`src/rtl/csa_accumulator.sv`:
```
// Carry-save multi-operand accumulator: one CSA row per operand, one resolve add per packet.
// Optional operand counter and out_count port enabled by defining CSA_ACC_COUNT_EN.
module csa_accumulator #(
    parameter int WIDTH = 8,
    parameter int ACC_W = 12
) (
    input  logic             clk,
    input  logic             rst_n,
    input  logic             flush,
    input  logic             in_valid,
    output logic             in_ready,
    input  logic [WIDTH-1:0] in_data,
    input  logic             in_last,
    output logic             out_valid,
    input  logic             out_ready,
`ifdef CSA_ACC_COUNT_EN
    output logic [7:0]       out_count,
`endif
    output logic [ACC_W-1:0] out_data
);

    // state      | meaning
    // ST_ACC     | accepting operands into the sum/carry pair
    // ST_RESOLVE | single carry-propagate add into res_q
    // ST_OUT     | result presented, waiting for out_ready
    typedef enum logic [1:0] {ST_ACC, ST_RESOLVE, ST_OUT} state_t;

    state_t           state_q, state_d;
    logic [ACC_W-1:0] sum_q, sum_d;
    logic [ACC_W-1:0] car_q, car_d;
    logic [ACC_W-1:0] res_q, res_d;
    logic [ACC_W-1:0] x_ext, cs;
    logic             accept, out_hs;

`ifdef CSA_ACC_COUNT_EN
    logic [7:0] cnt_q, cnt_d;
`endif

    assign x_ext  = ACC_W'(in_data);
    assign cs     = car_q << 1;
    assign accept = in_valid && in_ready;
    assign out_hs = out_valid && out_ready;

    always_ff @(posedge clk) begin
        if (!rst_n) begin
            state_q <= ST_ACC;
            sum_q   <= '0;
            car_q   <= '0;
            res_q   <= '0;
`ifdef CSA_ACC_COUNT_EN
            cnt_q   <= '0;
`endif
        end else begin
            state_q <= state_d;
            sum_q   <= sum_d;
            car_q   <= car_d;
            res_q   <= res_d;
`ifdef CSA_ACC_COUNT_EN
            cnt_q   <= cnt_d;
`endif
        end
    end

    always_comb begin
        state_d = state_q;
        case (state_q)
            ST_ACC:     if (accept && in_last) state_d = ST_RESOLVE;
            ST_RESOLVE: state_d = ST_OUT;
            ST_OUT:     if (out_ready) state_d = ST_ACC;
            default:    state_d = ST_ACC;
        endcase
        if (flush) state_d = ST_ACC;
    end

    // Datapath; the carry out of the top bit is dropped by the ACC_W-wide shift.
    always_comb begin
        sum_d = sum_q;
        car_d = car_q;
        res_d = res_q;
`ifdef CSA_ACC_COUNT_EN
        cnt_d = cnt_q;
`endif
        if (flush) begin
            sum_d = '0;
            car_d = '0;
            res_d = '0;
`ifdef CSA_ACC_COUNT_EN
            cnt_d = '0;
`endif
        end else begin
            if (accept) begin
                sum_d = sum_q ^ cs ^ x_ext;
                car_d = (sum_q & cs) | (sum_q & x_ext) | (cs & x_ext);
`ifdef CSA_ACC_COUNT_EN
                if (cnt_q != 8'hFF) cnt_d = cnt_q + 8'd1;
`endif
            end
            if (state_q == ST_RESOLVE) res_d = sum_q + cs;
            if (out_hs) begin
                sum_d = '0;
                car_d = '0;
`ifdef CSA_ACC_COUNT_EN
                cnt_d = '0;
`endif
            end
        end
    end

    always_comb begin
        in_ready  = (state_q == ST_ACC) && !flush;
        out_valid = (state_q == ST_OUT);
        out_data  = out_valid ? res_q : '0;
`ifdef CSA_ACC_COUNT_EN
        out_count = out_valid ? cnt_q : 8'd0;
`endif
    end

endmodule

```
`config.mk`:
```
export PLATFORM = sky130hd
export DESIGN_NAME = csa_accumulator
export DESIGN_NICKNAME = d
export VERILOG_FILES = /design/src/rtl/csa_accumulator.sv
export SDC_FILE = /design/constraint.sdc
export NUM_CORES = 1
export LEC_CHECK = 0
export ABC_AREA = 1
export BUFFER_PORTS_ARGS = -buffer_cell sky130_fd_sc_hd__buf_2
export CAP_MARGIN = 10
export CORE_UTILIZATION = 50
export CTS_BUF_LIST = sky130_fd_sc_hd__clkbuf_4
export DETAILED_ROUTE_END_ITERATION = 7
export PLACE_DENSITY = 0.7
export SETUP_SLACK_MARGIN = 0.5
export SLEW_MARGIN = 15
export SYNTH_ARGS = -nofsm -noshare
export SYNTH_HDL_FRONTEND = slang
export SYNTH_SLANG_ARGS = --single-unit
```
`constraint.sdc`:
```
create_clock -name clk -period 2.25 [get_ports clk]
set_input_delay 0.45 -clock clk [delete_from_list [all_inputs] [get_ports clk]]
set_output_delay 0.45 -clock clk [all_outputs]
set_load 0.02 [all_outputs]
```
==> results.yml <==
detailed_routing:
  dr.max_layer_used: "met4"
  wirelength_mm: 4.30
  drt_pass1_iterations: 4
  postRouteAntennaNets: 0
  wl_per_cell_um: 11.3
  drt-initial-drc-count: 66
  dr_wl_met2_mm: 1.96
  wl_met3_um: 137
  vias_per_cell: 4.96
  num_vias: 1885
  drt-met1-wl_mm: 2.17
  drc: 0
worst_setup_path:
  critical-path-top-delay-family: "flip-flops"
  max_stage_delay_ns: 0.34
  required_ns: 1.80
  slowest_stage: "dfxtp_2"
  crit_type: "flip-flop to primary output"
  crit_arrival_ns: 1.24
  path_max_fanout: 2
  worst_setup_path_start_kind: "flip-flop"
  cp_cell_sequence: "buf_4, nor3_4, buf_2"
  cp_num_buf_inv: 2
  endpoint_kind: "primary output"
sta:
  fmax_mhz: 591
  rsz0062_at_grt: "true"
  drv_slew: 0
  setup_viol: 0
  worst_slew_pin_slew_ns: 0.471
  finClkSkew_ns: 0.00940
  post-route-period-util: 0.753
  finalCriticalPeriod_ns: 1.69
  hold_viol: 0
  setup_tns_ns: 0
  max_slew_margin: 0.685
yosys:
  synth_top_family_by_area: "simple AND/OR/NAND/NOR gates"
  yosys-top-cells-area: "dfxtp_1 34%, nand2_1 11%, a21oi_1 8.7%"
  synth_cell_type_count: 24
  synth_top_area_share: 0.339
  yosys-mux-area-fraction: 0
  synth-xor-area-share: 0.0160
  ys_seq_area_frac: 0.339
  yosysTopAreaCell: "dfxtp_1"
  syn_inst: 301
  syn_area_sq_um: 2190
  syn_avg_cell_area_sq_um: 7.27
  syn_nets: 334
  ys_ff_latch: 37
  synth_adder_area_share: 0.136
  synth_compound_area_frac: 0.124
  ys_warn_count: 0
  synth-simple-area-share: 0.269
grt:
  grt_usage: 0.216
  antenna_found_initial: 0
  grt_pass1_vias: 1711
  grt_pass1_wl_mm: 7.46
  grt_max_degree: 28
  grt_overflow: 0
status:
  outcome: "finished clean"
floorplanning:
  core-area_sq_um: 4090
  die-area_sq_um: 4640
  start_util: 0.535
  row_count: 23
  pin_count: 28
  die_y_um: 68.1
  die_w_um: 68.1
pwr:
  power.density_nw_per_um2: 448
  vdd_drop_max_v: 0.000299
  leakagePower_nw: 1.09
placement:
  place_area_sq_um: 2320
  io_buffers: 27
  place_congestion: 0.880
  dpl.hpwl_mm: 3.20
clocking:
  clock_sinks: 37
  htreeDepth: 2
  clkTransAtPathRegs_ns: 0.11
  root_buffer: "clkbuf_4"
  cts_tree: "yes"
  cts_buffers: 5
  cts_hold_buffers: 0
  clock_latency_ns: 0.34
  clockBufferDepth: 2
finish:
  register_area_sq_um: 744
  final_cell_area_sq_um: 2440
  antenna_cells: 0
  syn_to_final_growth_pct: 11.7
  drive_gt1_frac: 0.176
  final_util: 0.598
  multiInputGateArea_sq_um: 1220
  nNetsFinal: 363
  fillers: 408
flow_run:
  max_cap_viol_count: 0
worst_hold_path:
  hold_class: "input pin to flip-flop"
## final timing paths
path,start,to,slack (ns),cells past startpoint
worst min-delay path,in_last,state_q[0]$_SDFFE_PP0P_,0.33,3
worst min register to register,res_q[0]$_SDFFE_PP0N_,res_q[0]$_SDFFE_PP0N_,0.46,2
worst max register to register,car_q[0]$_SDFFE_PP0N_,res_q[9]$_SDFFE_PP0N_,0.63,9
worst max-delay path,state_q[1]$_SDFFE_PP0P_,in_ready,0.56,3
## report_power, final
part | switching [W] | internal (W) | leakage [nW]
Sequential | 0.00000583 | 0.000661 | 0.300
Clock | 0.000205 | 0.000126 | 0.0292
Combinational | 0.0000639 | 0.0000331 | 0.764
Total | 0.000275 | 0.000820 | 1.09
## cell type report
cell class,instances,share of cell area
inverter,46,0.0717
timing repair buffer,32,0.0799
multi-input combinational,208,0.498
clock inverter,1,0.00154
sequential,37,0.305
clock buffer,6,0.0184
tap,50,0.0256
## flip-flops by register name, summed over array words and instances, names as in the netlist
| signal | cells |
|---|---|
| state_q | 2 |
| res_q | 12 |
| sum_q | 12 |
| car_q | 11 |
## worst min-delay path: cells and delay by family
family | cells | cell delay, ns
simple gates | 2 | 0.09
buf+inv | 1 | 0.10
## Yosys cell counts
cell      instances
fa_1              8
a21oi_1          38
a21oi_2           2
inv_1            43
inv_2             2
ha_1             11
nand2_1          67
a21o_1            1
dfxtp_1          37
xor2_1            4
clkinv_1          1
buf_2             2
nand3_1          36
nand4_1           2
o21ai_2           1
nor3_4            1
o21ai_0           8
nand2_4           1
buf_6             4
o21bai_1          1
nor2_1           25
nor2_4            2
buf_4             3
clkbuf_1          1
## metal layers
layer | GRT usage | vias to the layer above
li1 | - | 1016
met2 | 0.347 | 31
met1 | 0.292 | 833
met5 | 0 | -
met4 | 0.0625 | 0
met3 | 0.0400 | 5
## through the flow
stage | power (W) | setup WS, ns | instances | hold WS [ns]
final | 0.00109 | 0.557 | 380 | 0.328
after global routing | 0.00115 | 0.485 | 380 | 0.362
after CTS | 0.00111 | 0.511 | 378 | 0.318
after detailed placement | 0.000776 | 0.438 | 370 | 0.453
after global placement | 0.000775 | 0.474 | 370 | 0.441
after floorplan | 0.000751 | 0.597 | 301 | 0.429
## kinds of logic (layout without fill, tap and decap cells)
| group | after synthesis | count (layout) |
|---|---|---|
| AND/OR/NAND/NOR | 134 | 134 |
| adder cells (fa/ha/maj) | 19 | 19 |
| XOR/XNOR | 4 | 4 |
| flip-flops | 37 | 37 |
| buffers and inverters | 56 | 85 |
| AO/OA/AOI/OAI | 51 | 51 |
## cell usage in the layout, fill, tap and decap left out
| cell | count |
|---|---|
| a21o_1 | 1 |
| clkbuf_4 | 6 |
| o21bai_2 | 1 |
| dfxtp_2 | 3 |
| ha_2 | 1 |
| nand3_1 | 36 |
| inv_4 | 1 |
| nand2_4 | 1 |
| ha_1 | 10 |
| buf_2 | 18 |
| inv_2 | 1 |
| clkinv_1 | 2 |
| o21ai_0 | 8 |
| a21oi_2 | 4 |
| nor2_2 | 3 |
| a21oi_1 | 36 |
| o21ai_2 | 1 |
| nor3_4 | 1 |
| nor2_1 | 22 |
| inv_1 | 43 |
| nand4_1 | 2 |
| dfxtp_1 | 34 |
| xor2_1 | 4 |
| nor2_4 | 2 |
| fa_1 | 7 |
| buf_4 | 14 |
| nand2_1 | 67 |
| fa_2 | 1 |
## repair_timing
item	4_1_cts	5_1_grt
endpoints found under the hold margin	0	0
pin swaps	1	1
endpoints found under the setup margin	16	17
gates resized for setup	6	15
setup buffers	1	2
(Power assumes the default switching activity.)
